`config.mk`:
```
export PLATFORM = sky130hd
export DESIGN_NAME = fetch_unit
export DESIGN_NICKNAME = d
export VERILOG_FILES = /design/src/rtl/cpu_defs.sv /design/src/rtl/fetch_unit.sv
export SDC_FILE = /design/constraint.sdc
export NUM_CORES = 1
export LEC_CHECK = 0
export CAP_MARGIN = 15
export CELL_PAD_IN_SITES_DETAIL_PLACEMENT = 1
export CELL_PAD_IN_SITES_GLOBAL_PLACEMENT = 2
export CORE_ASPECT_RATIO = 1.25
export CORE_MARGIN = 5
export CORE_UTILIZATION = 26
export CTS_BUF_LIST = sky130_fd_sc_hd__clkbuf_4 sky130_fd_sc_hd__clkbuf_8
export CTS_CLUSTER_SIZE = 24
export DETAILED_ROUTE_END_ITERATION = 10
export PLACE_DENSITY_LB_ADDON = 0.25
export SLEW_MARGIN = 0
export SYNTH_ARGS = -nofsm -noshare
export SYNTH_HDL_FRONTEND = slang
export SYNTH_SLANG_ARGS = --single-unit
```
`constraint.sdc`:
```
create_clock -name clock -period 3.9 [get_ports clock]
set_input_delay 0.39 -clock clock [delete_from_list [all_inputs] [get_ports clock]]
set_output_delay 0.39 -clock clock [all_outputs]
set_load 0.02 [all_outputs]
```
`src/rtl/cpu_defs.sv`:
```
// Shared CPU definitions: datapath width, reset constants and fetch FSM encoding.
package cpu_defs;

  localparam int unsigned XLEN = 32;

  localparam logic [XLEN-1:0] RESET_PC = '0;

  // addi x0, x0, 0
  localparam logic [31:0] NOP_INSN = 32'h0000_0013;

  typedef enum logic [1:0] {
    StIdle = 2'd0,
    StReq  = 2'd1,
    StWait = 2'd2,
    StDrop = 2'd3
  } fetch_state_e;

endpackage

```
`src/rtl/fetch_unit.sv`:
```
// Instruction fetch stage: one valid/ready read per fetch request, IR latch, flush handling.
// Optional misaligned-PC trap is enabled by defining FETCH_MISALIGN_TRAP_EN.
module fetch_unit
  import cpu_defs::*;
#(
  parameter int unsigned     XLEN     = cpu_defs::XLEN,
  parameter logic [XLEN-1:0] RESET_IR = XLEN'(cpu_defs::NOP_INSN)
) (
  input  logic            clock,
  input  logic            reset,
  input  logic            fetch_req,
  input  logic            flush,
  input  logic [XLEN-1:0] current_pc,
  output logic            mem_req_valid,
  output logic [XLEN-1:0] mem_req_addr,
  input  logic            mem_req_ready,
  input  logic            mem_rsp_valid,
  input  logic [XLEN-1:0] mem_rsp_data,
  output logic [XLEN-1:0] ir,
  output logic [XLEN-1:0] ir_pc,
  output logic [XLEN-1:0] pc_plus4,
  output logic            fetch_done,
  output logic            pc_advance,
  output logic            busy,
  output logic            fetch_fault
);

  localparam logic [XLEN-1:0] AlignMask = {{(XLEN-2){1'b1}}, 2'b00};

  fetch_state_e    state_q, state_d;
  logic [XLEN-1:0] addr_q, addr_d;
  logic            flush_q, flush_d;
  logic [XLEN-1:0] ir_q, ir_d;
  logic [XLEN-1:0] ir_pc_q, ir_pc_d;
  logic            done_q, done_d;
  logic            adv_q, adv_d;
  logic            fault_q, fault_d;

  always_ff @(posedge clock or posedge reset) begin
    if (reset) begin
      state_q <= StIdle;
      addr_q  <= '0;
      flush_q <= 1'b0;
      ir_q    <= RESET_IR;
      ir_pc_q <= '0;
      done_q  <= 1'b0;
      adv_q   <= 1'b0;
      fault_q <= 1'b0;
    end else begin
      state_q <= state_d;
      addr_q  <= addr_d;
      flush_q <= flush_d;
      ir_q    <= ir_d;
      ir_pc_q <= ir_pc_d;
      done_q  <= done_d;
      adv_q   <= adv_d;
      fault_q <= fault_d;
    end
  end

  always_comb begin
    state_d = state_q;
    addr_d  = addr_q;
    flush_d = flush_q;
    ir_d    = ir_q;
    ir_pc_d = ir_pc_q;
    done_d  = 1'b0;
    adv_d   = 1'b0;
    fault_d = 1'b0;

    unique case (state_q)
      StIdle: begin
        if (fetch_req) begin
`ifdef FETCH_MISALIGN_TRAP_EN
          if (current_pc[1:0] != 2'b00) begin
            // Trap instead of fetching; keep the raw PC for mtval.
            done_d  = 1'b1;
            fault_d = 1'b1;
            ir_pc_d = current_pc;
          end else begin
            addr_d  = current_pc & AlignMask;
            flush_d = 1'b0;
            state_d = StReq;
          end
`else
          addr_d  = current_pc & AlignMask;
          flush_d = 1'b0;
          state_d = StReq;
`endif
        end
      end

      StReq: begin
        if (mem_req_ready) begin
          state_d = (flush || flush_q) ? StDrop : StWait;
          flush_d = 1'b0;
        end else if (flush) begin
          // Request cannot be withdrawn, so remember the flush until it is accepted.
          flush_d = 1'b1;
        end
      end

      StWait: begin
        if (mem_rsp_valid) begin
          state_d = StIdle;
          if (!(flush || flush_q)) begin
            ir_d    = mem_rsp_data;
            ir_pc_d = addr_q;
            done_d  = 1'b1;
            adv_d   = 1'b1;
          end
        end else if (flush) begin
          state_d = StDrop;
        end
      end

      StDrop: begin
        if (mem_rsp_valid) begin
          state_d = StIdle;
        end
      end

      default: state_d = StIdle;
    endcase
  end

  assign mem_req_valid = (state_q == StReq);
  assign mem_req_addr  = addr_q;
  assign busy          = (state_q != StIdle);
  assign ir            = ir_q;
  assign ir_pc         = ir_pc_q;
  assign pc_plus4      = ir_pc_q + XLEN'(4);
  assign fetch_done    = done_q;
  assign pc_advance    = adv_q;
`ifdef FETCH_MISALIGN_TRAP_EN
  assign fetch_fault   = fault_q;
`else
  assign fetch_fault   = 1'b0;
`endif

endmodule

```
======== Word level (Yosys, flattened, before mapping) ========
Index checks and enable logic that the tools add are counted.
cells by class
  add/sub/neg operators ................... 1
  equal/unequal tests ..................... 8
  muxes and demuxes ....................... 14
  bitwise operators ....................... 1
  reductions and logical operators ........ 8
operator list
  operator                                                number
  adder 32 x 3 -> 32 bit (second input constant)          1
  two-way mux 2 bit                                       5
  case mux 2 bit (4 select lines)                         1
  two-way mux 1 bit                                       7
  AND reduction 3 bit                                     2
  equality test 2 bit (second input constant)             2
  inequality test 2 bit (second input constant)           2
  AND reduction 4 bit                                     1
  nonzero test 2 bit                                      2
  inequality test 3 x 2 -> 1 bit (second input constant)  1
  inequality test 3 bit (second input constant)           1
  equality test 2 x 1 -> 1 bit (second input constant)    1
  zero test 2 bit                                         1
  inequality test 2 x 1 -> 1 bit (second input constant)  1
  case mux 1 bit (2 select lines)                         1
  AND reduction 2 bit                                     1
  logical OR 1 bit                                        1
  NOT 1 bit                                               1
word-level totals
  flip-flop bits (word level) ............. 96
  bits of input ports ..................... 70
  logic and storage cells ................. 38

======== Logic depth before layout (Yosys ltp) ========
  depth in word-level cells ............... 4
  gate-level depth with buffers ........... 6
  gate-level depth less buffers ........... 5

======== Worst setup path before layout ========
Ideal clock, no wire load.
  path kind ............................... reg-to-output
  start ................................... register ir_pc_q[16] (netlist: ir_pc[16])
  end ..................................... output port pc_plus4[31]
  data arrival time ....................... 1980 ps
  path slack .............................. 1530 ps
  cell stages (with the launch flop) ...... 6
  buffers on the path ..................... 1
  path through ............................ dfrtp_1 > nand4_2 > or4_1 > buf_6 > nor4_4 > xor2_1
on the way
  cells in the longest elaborated chain, start to end .. 1
ends and longest elaborated chain
  element                 RTL line           text
  from (decl)             fetch_unit.sv:34   logic [XLEN-1:0] ir_pc_q, ir_pc_d;
  from (signal assigned)  fetch_unit.sv:54   ir_pc_q <= ir_pc_d;
  adder 32 x 3 -> 32 bit  fetch_unit.sv:132  assign pc_plus4 = ir_pc_q + XLEN'(4);
  to (decl)               fetch_unit.sv:21   output logic [XLEN-1:0] pc_plus4,
No other way between the ends.

======== Worst setup path in the final report ========
  start ................................... register ir_pc_q[4] (netlist: ir_pc[4])
  end ..................................... output port pc_plus4[29]
Same word-level chain as after synthesis.

==> metrics.md <==
| Metric | Value |
|---|---|
| Outcome | `finished, final reports clean` |
| Worst skew pair latency | `0.37 ns` |
| Clock share of power | `13.0%` |
| Final worst slack | `0.590 ns` |
| Starting Density | `26.4%` |
| Antenna viol nets, final | `0` |
| Remaining Overflow, GRT | `0` |
| Slew HR | `34.4%` |
| RR Startpoint | `state_q[0]` |
| Final critical-path share of the clock period | `84.9%` |
| RSZ-0062 raised after global routing | `no` |
| Max Cap Viol | `0` |
| H-Tree Depth | `3` |
| NetSw | `2.27 mW` |
| Arrival time at the worst endpoint | `2.92 ns` |
| Peak supply drop | `0.339 mV` |
| Hold buffers post-CTS | `0` |
| Worst-margin pin slew | `0.982 ns` |
| Iter 0 DRT Violations | `47` |
| DIE AREA | `0.0190 sq mm` |
| Crit path from | `ir_pc[4]` |
| Finish-stage setup viols | `0` |
| Mux contribution to synthesized area | `23.0%` |
| Mapped Area | `0.00425 sq mm` |
| Final nets | `584` |
| Vias in the first global route | `3742` |
| Fraction of registers with async set/reset | `100%` |
| Switching share of total power | `39.7%` |
| Setup TNS | `0 ns` |
| PwrDens | `860 mW/mm^2` |
| CTS buffer count | `9` |
| Netlist cell types | `38` |
| Hold_ws | `0.449 ns` |
| Worst setup EP type | `output port` |
| Wire per inst | `17.4 um` |
| Sequential area share after synthesis | `56.6%` |
| Layout cells sized above 1 | `21.0%` |
| Fmax | `0.302 GHz` |
| Vias | `3271` |
| Final setup skew | `0.0141 ns` |
| DR pass1 iterations | `3` |
| Mapped Cells | `317` |
| Top-Level Pins | `203` |
| Core ar. | `0.0161 sq mm` |
| Post-CTS Setup Inserts | `0` |
| Maximum root-to-sink buffer count | `2` |
| Internal Pwr Total | `3.45 mW` |
| Pre-CTS setup slack | `0.918 ns` |
| Fin. Hold Viols | `0` |
| # clock sinks | `96` |
| Leakage power | `2.69 nW` |
| # resized after CTS | `0` |
| FF+latch count, synth | `96` |
| GRT Total Usage | `13.4%` |
| Largest net degree at the start of global routing | `54` |
| Top FF cell, synth | `dfrtp_1` |
| TritonCTS clock tree | `built` |
| Clock slew at reported path FFs | `0.10 ns` |
| WS Path Type | `reg2out` |
| I/O Buffers | `193` |
| Warning count from the yosys run | `0` |
| Die X | `124 um` |
| WP data required | `3.51 ns` |
| CTS Root Cell | `clkbuf_8` |
| Post-synthesis simple-gate area fraction | `9.27%` |
| Row count | `52` |
| Hold Crit Class | `in2async` |
| Total routed wirelength | `12.8 mm` |
| HPWL Detailed | `9.77 mm` |
| Fillers | `1762` |
| Number of synthesized flops with an enable pin | `0` |
| Crit-path max FO | `7` |
| First-pass GRT wire length | `20.5 mm` |
| Post-Synth Adder-Cell Area | `0.294%` |
| DRC | `0` |
| Syn Area/Cell | `13.4 sq um` |
| Die span in y | `153 um` |
| Syn-to-layout area delta | `56.4%` |
| Startpoint Class | `register` |
| ANT cells | `0` |
| GP Congestion | `0.723` |
| Initial antenna violation count | `0` |
| Post-synthesis xor/xnor area fraction | `5.77%` |
| Routed vias/inst | `4.46` |
| Sequential power share | `33.5%` |
| Largest family of logic cells by synthesized area | `multiplexers` |
| Min cycle time layout | `3.31 ns` |
| Post-synthesis compound-gate area fraction | `1.53%` |
| Logic pwr share | `53.4%` |
| Max-slew violations | `0` |
-- synth_stat cells (4+ instances only) --
master,instances,area [sq um]
dfrtp_1,93,2330
mux2_2,72,811
nand2_1,19,71.3
xnor2_1,18,158
mux2_1,15,169
nand3_1,12,60.1
xor2_1,10,87.6
inv_1,9,33.8
buf_4,8,60.1
nor2_1,7,26.3
o21ai_0,7,35.0
buf_1,4,15.0
nor4_2,4,50.1
-- layout by cell type, fill, tap and decap left out, types with 5 or more instances in the layout --
master           Yosys  final
xnor2_1             18     18
conb_1               1      7
mux2_2              72     72
xor2_1              10     10
clkbuf_8             0     10
dfrtp_1             93     93
nand3_1             12     12
inv_1                9      8
buf_4                8      5
o21ai_0              7      7
nor2_1               7      6
mux2_1              15     15
nand2_1             19     19
clkdlybuf4s50_1      0    193
-- path summary, 6_finish.rpt --
check                              endpoint  slack, ns  cells past startpoint
setup / recovery               pc_plus4[29]       0.59                      5
hold / removal                       ir[16]       0.45                      2
setup reg to reg           mem_req_addr[12]       1.85                      3
hold reg to reg                      ir[29]       0.50                      1
max in group asynchronous         ir_pc[27]       2.62                      3
min in group clock                   ir[29]       0.50                      1
-- per-stage QoR --
step / area [sq um] / instances / power [mW] / utilization, %
global placement: 6420 / 718 / 4.99 / 39.8
detailed placement: 6420 / 718 / 5.05 / 39.8
global route: 6650 / 734 / 6.06 / 41.2
CTS: 6650 / 734 / 5.84 / 41.2
finish: 6650 / 734 / 5.72 / 41.2
floorplan: 4280 / 323 / 3.39 / -
-- sequential cells by signal (all words and copies together) (netlist names) --
signal / cells
flush_q: 1
ir: 32
ir_pc: 30
mem_req_addr: 30
pc_advance: 1
state_q: 2
-- routing by layer --
| layer | global-route usage (%) | wire [um] |
|---|---|---|
| met4 | 5.22 | 264 |
| met5 | 0 | 0 |
| met2 | 23.8 | 6590 |
| met1 | 13.8 | 4700 |
| met3 | 5.83 | 1210 |
-- final cells by class --
cell class	count	area (sq um)	area share [%]
clock buffer	10	138	2.07
clock inverter	6	91.3	1.37
inverter	9	36.3	0.546
multi-input combinational	199	1740	26.2
sequential	96	2410	36.2
tap	216	270	4.06
timing repair buffer	198	1970	29.6
-- cells by family after synthesis --
| group | after synthesis |
|---|---|
| mux | 87 |
| flops | 96 |
| simple gates | 64 |
| buf+inv | 28 |
| xor+xnor | 28 |
| other cells | 1 |
| fa+ha+maj | 1 |
| compound gates | 12 |
-- worst max-delay path, stage by stage, from the launching register on --
cell             delay, ns
dfrtp_1               0.46
nand3_1               0.32
nor4_2                0.78
nand3_1               0.19
xnor2_1               0.18
clkdlybuf4s50_1       0.64
-- power by group through the flow --
| stage | sequential [mW] | clock, mW | combinational (mW) |
|---|---|---|---|
| 6_report | 1.92 | 0.744 | 3.05 |
| 5_1_grt | 2.01 | 0.820 | 3.24 |
| 4_1_cts | 1.93 | 0.786 | 3.12 |
| 3_5_place_dp | 1.95 | 0 | 3.10 |
| 3_3_place_gp | 1.92 | 0 | 3.07 |
| 2_1_floorplan | 2.44 | 0 | 0.953 |
Note: power is estimated with default switching activity, not from simulation.
